$ cat src/rtl/conv_window_mac_if.sv
// Bus bundle for conv_window_mac: start/weights control, pixel-RAM window fetch
// and the valid/ready result channel.
interface conv_window_mac_if;
    logic        start;
    logic [71:0] weights;
    logic        need_Data;
    logic [5:0]  Needed_Addr;
    logic [95:0] data_out;
    logic [41:0] result;
    logic        out_valid;
    logic        out_ready;
    logic [3:0]  out_row;
    logic [1:0]  out_col;
    logic        busy;
    logic        done;

    modport master (
        output start, weights, data_out, out_ready,
        input  need_Data, Needed_Addr, result, out_valid, out_row, out_col, busy, done
    );

    modport slave (
        input  start, weights, data_out, out_ready,
        output need_Data, Needed_Addr, result, out_valid, out_row, out_col, busy, done
    );
endinterface

$ cat src/rtl/conv_window_mac.sv
// 3x3 convolution engine: fetches a 3x4 pixel window per step and produces two
// adjacent signed 21-bit MAC results per handshake, sweeping the frame row by row.
module conv_window_mac #(
    parameter int IMG_W = 6,
    parameter int IMG_H = 8
) (
    input logic               clk,
    input logic               rst,
    conv_window_mac_if.slave  bus
);

    localparam logic [2:0] IDLE  = 3'd0;
    localparam logic [2:0] FETCH = 3'd1;
    localparam logic [2:0] LOAD  = 3'd2;
    localparam logic [2:0] CALC  = 3'd3;
    localparam logic [2:0] OUT   = 3'd4;
    localparam logic [2:0] DONE  = 3'd5;

    localparam logic [3:0] LAST_ROW = 4'(IMG_H - 3);

    logic [2:0]  state_r;
    logic [2:0]  state_nxt_s;
    logic [3:0]  r_r;
    logic [3:0]  r_nxt_s;
    logic [1:0]  c_r;
    logic [1:0]  c_nxt_s;
    logic [5:0]  addr_nxt_s;
    logic [71:0] weights_r;
    logic [95:0] window_r;
    logic [41:0] res_s;
    logic [41:0] result_r;
    logic [5:0]  addr_r;
    logic        need_data_r;
    logic        out_valid_r;
    logic        busy_r;
    logic        done_r;

    // Signed 8-bit weight times unsigned 8-bit pixel, accumulated at 21 bits;
    // shift selects the window column offset (0 for res0, 1 for res1).
    function automatic logic signed [20:0] dot9(
        input logic [71:0] w,
        input logic [95:0] win,
        input int          shift
    );
        logic signed [20:0] acc;
        logic signed [20:0] wx;
        logic signed [20:0] px;
        acc = 21'sd0;
        for (int i = 0; i < 3; i++) begin
            for (int j = 0; j < 3; j++) begin
                wx  = {{13{w[71 - 8*(3*i + j)]}}, w[71 - 8*(3*i + j) -: 8]};
                px  = {13'd0, win[95 - 32*i - 8*(j + shift) -: 8]};
                acc = acc + wx * px;
            end
        end
        return acc;
    endfunction

    // Next-state and row/column sequencing
    always_comb begin
        state_nxt_s = state_r;
        r_nxt_s     = r_r;
        c_nxt_s     = c_r;
        case (state_r)
            IDLE: begin
                if (bus.start) begin
                    state_nxt_s = FETCH;
                    r_nxt_s     = 4'd0;
                    c_nxt_s     = 2'd0;
                end else begin
                    state_nxt_s = IDLE;
                end
            end
            FETCH: state_nxt_s = LOAD;
            LOAD:  state_nxt_s = CALC;
            CALC:  state_nxt_s = OUT;
            OUT: begin
                if (bus.out_ready) begin
                    if (c_r == 2'd0) begin
                        c_nxt_s     = 2'd2;
                        state_nxt_s = FETCH;
                    end else if (r_r < LAST_ROW) begin
                        c_nxt_s     = 2'd0;
                        r_nxt_s     = r_r + 4'd1;
                        state_nxt_s = FETCH;
                    end else begin
                        state_nxt_s = DONE;
                    end
                end else begin
                    state_nxt_s = OUT;
                end
            end
            DONE:    state_nxt_s = IDLE;
            default: state_nxt_s = IDLE;
        endcase
    end

    // Window address and both MAC sums
    always_comb begin
        addr_nxt_s = 6'(int'(r_nxt_s) * IMG_W + int'(c_nxt_s));
        res_s      = {dot9(weights_r, window_r, 0), dot9(weights_r, window_r, 1)};
    end

    // State, indices and outputs, all registered off the next state
    always_ff @(posedge clk) begin
        if (rst) begin
            state_r     <= IDLE;
            r_r         <= 4'd0;
            c_r         <= 2'd0;
            addr_r      <= 6'd0;
            need_data_r <= 1'b0;
            out_valid_r <= 1'b0;
            busy_r      <= 1'b0;
            done_r      <= 1'b0;
        end else begin
            state_r     <= state_nxt_s;
            r_r         <= r_nxt_s;
            c_r         <= c_nxt_s;
            need_data_r <= (state_nxt_s == FETCH);
            out_valid_r <= (state_nxt_s == OUT);
            busy_r      <= (state_nxt_s != IDLE);
            done_r      <= (state_nxt_s == DONE);
            if (state_nxt_s == FETCH) begin
                addr_r <= addr_nxt_s;
            end else begin
                addr_r <= addr_r;
            end
        end
    end

    // Datapath registers: weights snapshot at start, window capture, results
    always_ff @(posedge clk) begin
        if (rst) begin
            weights_r <= 72'd0;
            window_r  <= 96'd0;
            result_r  <= 42'd0;
        end else begin
            if ((state_r == IDLE) && bus.start) begin
                weights_r <= bus.weights;
            end
            if (state_r == LOAD) begin
                window_r <= bus.data_out;
            end
            if (state_r == CALC) begin
                result_r <= res_s;
            end
        end
    end

    assign bus.need_Data   = need_data_r;
    assign bus.Needed_Addr = addr_r;
    assign bus.result      = result_r;
    assign bus.out_valid   = out_valid_r;
    assign bus.out_row     = r_r;
    assign bus.out_col     = c_r;
    assign bus.busy        = busy_r;
    assign bus.done        = done_r;

endmodule

$ cat src/flat_wrapper.sv
// flat-port wrapper written by rule: the top's interface ports become plain ports
module conv_window_mac_flat 
#(
    parameter int IMG_W = 6,
    parameter int IMG_H = 8
)
  (clk, rst, bus_start, bus_weights, bus_data_out, bus_out_ready, bus_need_Data, bus_Needed_Addr, bus_result, bus_out_valid, bus_out_row, bus_out_col, bus_busy, bus_done);
  conv_window_mac_if bus_i ();
  input logic clk;
  input logic rst;
  input wire logic [$bits(bus_i.start)-1:0] bus_start;
  input wire logic [$bits(bus_i.weights)-1:0] bus_weights;
  input wire logic [$bits(bus_i.data_out)-1:0] bus_data_out;
  input wire logic [$bits(bus_i.out_ready)-1:0] bus_out_ready;
  output wire logic [$bits(bus_i.need_Data)-1:0] bus_need_Data;
  output wire logic [$bits(bus_i.Needed_Addr)-1:0] bus_Needed_Addr;
  output wire logic [$bits(bus_i.result)-1:0] bus_result;
  output wire logic [$bits(bus_i.out_valid)-1:0] bus_out_valid;
  output wire logic [$bits(bus_i.out_row)-1:0] bus_out_row;
  output wire logic [$bits(bus_i.out_col)-1:0] bus_out_col;
  output wire logic [$bits(bus_i.busy)-1:0] bus_busy;
  output wire logic [$bits(bus_i.done)-1:0] bus_done;
  assign bus_i.start = bus_start;
  assign bus_i.weights = bus_weights;
  assign bus_i.data_out = bus_data_out;
  assign bus_i.out_ready = bus_out_ready;
  assign bus_need_Data = bus_i.need_Data;
  assign bus_Needed_Addr = bus_i.Needed_Addr;
  assign bus_result = bus_i.result;
  assign bus_out_valid = bus_i.out_valid;
  assign bus_out_row = bus_i.out_row;
  assign bus_out_col = bus_i.out_col;
  assign bus_busy = bus_i.busy;
  assign bus_done = bus_i.done;
  conv_window_mac #(.IMG_W(IMG_W), .IMG_H(IMG_H)) u_core (.clk(clk), .rst(rst), .bus(bus_i));
endmodule
$ cat config.mk
export PLATFORM = sky130hd
export DESIGN_NAME = conv_window_mac_flat
export DESIGN_NICKNAME = d
export VERILOG_FILES = /design/src/rtl/conv_window_mac_if.sv /design/src/rtl/conv_window_mac.sv /design/src/flat_wrapper.sv
export SDC_FILE = /design/constraint.sdc
export NUM_CORES = 2
export LEC_CHECK = 0
export BUFFER_PORTS_ARGS = -buffer_cell sky130_fd_sc_hd__buf_4
export CORE_UTILIZATION = 59
export DETAILED_ROUTE_END_ITERATION = 8
export GPL_ROUTABILITY_DRIVEN = 0
export MAX_ROUTING_LAYER = met4
export PLACE_DENSITY = 0.8
export SLEW_MARGIN = 10
export SYNTH_ARGS = -nofsm -noshare
export SYNTH_HDL_FRONTEND = slang
export SYNTH_SLANG_ARGS = --single-unit
$ cat constraint.sdc
create_clock -name clk -period 8.5 [get_ports clk]
set_clock_uncertainty 0.1 [all_clocks]
set_input_delay 0.425 -clock clk [delete_from_list [all_inputs] [get_ports clk]]
set_output_delay 0.425 -clock clk [all_outputs]
set_load 0.02 [all_outputs]
==> impl_metrics.csv <==
group,metric,value,unit
power,totalPowerFinal,10.9,mW
clock_network,clkTransAtPathRegs,0.07,ns
sta,fin_crit,8.34,ns
global_routing,antenna_found_initial,6,
route,vias,46100,
clock_network,insertion_delay,0.65,ns
synth,synth_most_common_cell,"inv_1",
floorplanning,floorplan.initialDensity,0.599,
floorplanning,ios,230,
power,power_density,170,nW/um2
critical_path,worstPathArrival,8.76,ns
cells_and_area,nFillCells,6836,
global_routing,grt_pass1_wl,250,mm
critical_path,worst_ep_required_time,8.91,ns
clock_network,cts_buffer_depth,3,
synth,syn-num-nets,8371,
floorplanning,coreArea,92200,um2
floorplanning,dieWidth,308,um
cells_and_area,area_growth,15.9,%
cells_and_area,final_util,0.693,
route,wl,159,mm
critical_path,cp_max_fo,7,
cells_and_area,final_cells,8284,
sta,slew_violations,0,
sta,min_period_over_period,0.981,
critical_path,cp_top_family,"adder cells",
global_routing,grt_use_total,0.349,
synth,syn_area_per_cell,8.54,um2
global_routing,overflow,0,
critical_path,slowest_delay,0.54,ns
power,p_leak,33.8,nW
sta,worst_slew_pin_slew,1.18,ns
sta,grt_setup_unrepaired,"yes",
clock_network,cts_tree,"done",
placement,dpl_cell_area,60200,um2
synth,synth.distinct_cells,78,
cells_and_area,fin_area,64000,um2
route,drt.antenna.violating_nets,0,
sta,slew_headroom,0.215,
sta,finalSetupViolCount,0,
synth,synth_edf_count,0,
floorplanning,placementRows,111,
placement,portBuffers,229,
critical_path,cp-start-kind,"flip-flop",
synth,synth.largest_area_cell,"fa_1",
cells_and_area,fin_nets,8918,
cells_and_area,drive_above_1_share,0.126,
sta,clock.fmax,120,MHz
global_routing,grt_pass1_vias,47800,
cells_and_area,seqCellArea,4780,um2
critical_path,end_kind,"flip-flop",
power,ir_drop,0.000442,V
synth,yosys.area.top_type_share,0.330,
floorplanning,die_area,94800,um2
synth,yosysWarnings,0,
synth,syn-cell-area,55200,um2
route,firstDrtPassIters,8,
placement,dp_hpwl,128,mm
clock_network,cts.sinks,229,
route,viasPerCell,5.57,
sta,worst_hold_slack,0.0463,ns
synth,synthCells,6465,
synth,synth_commonest_cells,"1373 x inv_1, 911 x fa_1, 832 x nand2_1",
clock_network,htreeDepth,1,
route,wl_per_cell,19.2,um
critical_path,slowest_stage,"fa_1",
cells_and_area,multiInputGateArea,45200,um2
synth,synth-seq-cells,229,
flow_run,cap_viol_max_count,0,
run_status,outcome,"completed",
critical_path,crit_path_frequent_cell,"fa_1",
clock_network,root_buffer,"clkbuf_16",
synth,ys_seq_area_frac,0.0831,
route,first_iter_violations,3906,
sta,finalHoldViolations,0,
critical_path,cp_num_buf_inv,8,
synth,async_flop_share,0,
global_routing,grt_max_degree,141,
synth,netlist_top_cells_area,"fa_1 33%, ha_1 19%, inv_1 9.3%",
floorplanning,dieHeight,308,um
route,drc,0,
critical_path,path_class,"reg -> reg",
clock_network,cts_made_buffers,31,
placement,placed_cells,8032,
worst_hold_path,hold_path.class,"in -> reg",
synth,synth-main-ff-cell,"dfxtp_1",
==> flip-flops by register name, summed over array words and instances (netlist names) <==
| signal | count |
|---|---|
| u_core.bus.out_col | 2 |
| u_core.bus.busy | 1 |
| u_core.state_r | 3 |
| u_core.bus.result | 42 |
| u_core.bus.Needed_Addr | 6 |
| u_core.window_r | 96 |
| u_core.bus.out_valid | 1 |
| u_core.bus.need_Data | 1 |
| u_core.weights_r | 72 |
| u_core.bus.done | 1 |
| u_core.bus.out_row | 4 |
==> cell type report <==
| cell class | instances | share of cell area |
|---|---|---|
| Tap cell | 1243 | 0.0243 |
| Clock buffer | 36 | 0.0127 |
| Antenna cell | 6 | 0.000235 |
| Timing Repair Buffer | 734 | 0.0963 |
| Sequential cell | 229 | 0.0747 |
| Clock inverter | 20 | 0.00387 |
| Inverter | 1376 | 0.0810 |
| Multi-Input combinational cell | 4640 | 0.707 |
==> power by group <==
group / internal, mW / total [mW] / switching [mW]
registers: 1.20 / 1.48 / 0.274
logic: 3.40 / 7.96 / 4.57
clock network: 0.814 / 1.42 / 0.611
total: 5.41 / 10.9 / 5.45
==> metal layers <==
layer / vias up / global-route usage / share of wire
met5: - / - / 0
met4: 0 / 0.166 / 0.059
met3: 484 / 0.0745 / 0.098
met2: 2054 / 0.548 / 0.46
met1: 22700 / 0.429 / 0.38
li1: 20900 / - / -
==> logic make-up (layout without fill, tap and decap cells) <==
group | count (synthesis) | in the layout | share of synthesized area
and+or+nand+nor | 2019 | 2019 | 0.179
other | 0 | 6 | 0
muxes | 10 | 10 | 0.00184
AOI/OAI and AO/OA | 640 | 640 | 0.0722
DFF | 229 | 229 | 0.0831
adders and majority gates | 1734 | 1734 | 0.517
xor gates and xnor gates | 237 | 237 | 0.0376
buffers and inverters | 1596 | 2166 | 0.109
==> final timing paths <==
kind	cells past startpoint	start	slack, ns	end
max	31	u_core.window_r[36]$_SDFFE_PP0P_	0.16	u_core.bus.result[18]$_SDFFE_PP0P_
max reg2reg	31	u_core.window_r[36]$_SDFFE_PP0P_	0.16	u_core.bus.result[18]$_SDFFE_PP0P_
min reg2reg	2	u_core.bus.result[30]$_SDFFE_PP0P_	0.35	u_core.bus.result[30]$_SDFFE_PP0P_
min	3	bus_weights[49]	0.05	u_core.weights_r[49]$_SDFFE_PP0P_
==> repair_timing <==
action | in CTS | in global routing
hold buffers | 162 | 0
resized for setup | 10 | 257
pin swaps | 0 | 61
buffers inserted | 0 | 28
setup endpoints to repair | 5 | 16
endpoints found under the hold margin | 162 | 0
==> stage by stage <==
step,setup WS [ns],setup TNS [ns]
global placement,0.0915,0
global route,-0.0853,-0.318
finish,0.158,0
floorplan,0.256,0
detailed placement,-0.133,-0.205
CTS,0.0147,0
==> placed cells by master (no fill, tap or decap), drive strengths merged, types with 162 or more instances in the layout <==
master,n
ha,823
fa,911
inv,1374
nand2,832
a21oi,340
nor2,228
dfxtp,229
and2,613
dlygate4sd3,162
buf,571
==> worst register-to-register path, delay by kind of cell (launching register included) <==
family          cells  cell delay [ns]
compound gates      4             0.75
xor+xnor            1             0.28
fa+ha+maj          10             4.47
buf+inv             8             0.60
flops               1             0.39
simple gates        8             1.64
No activity file was read; power rests on OpenSTA's default activity.
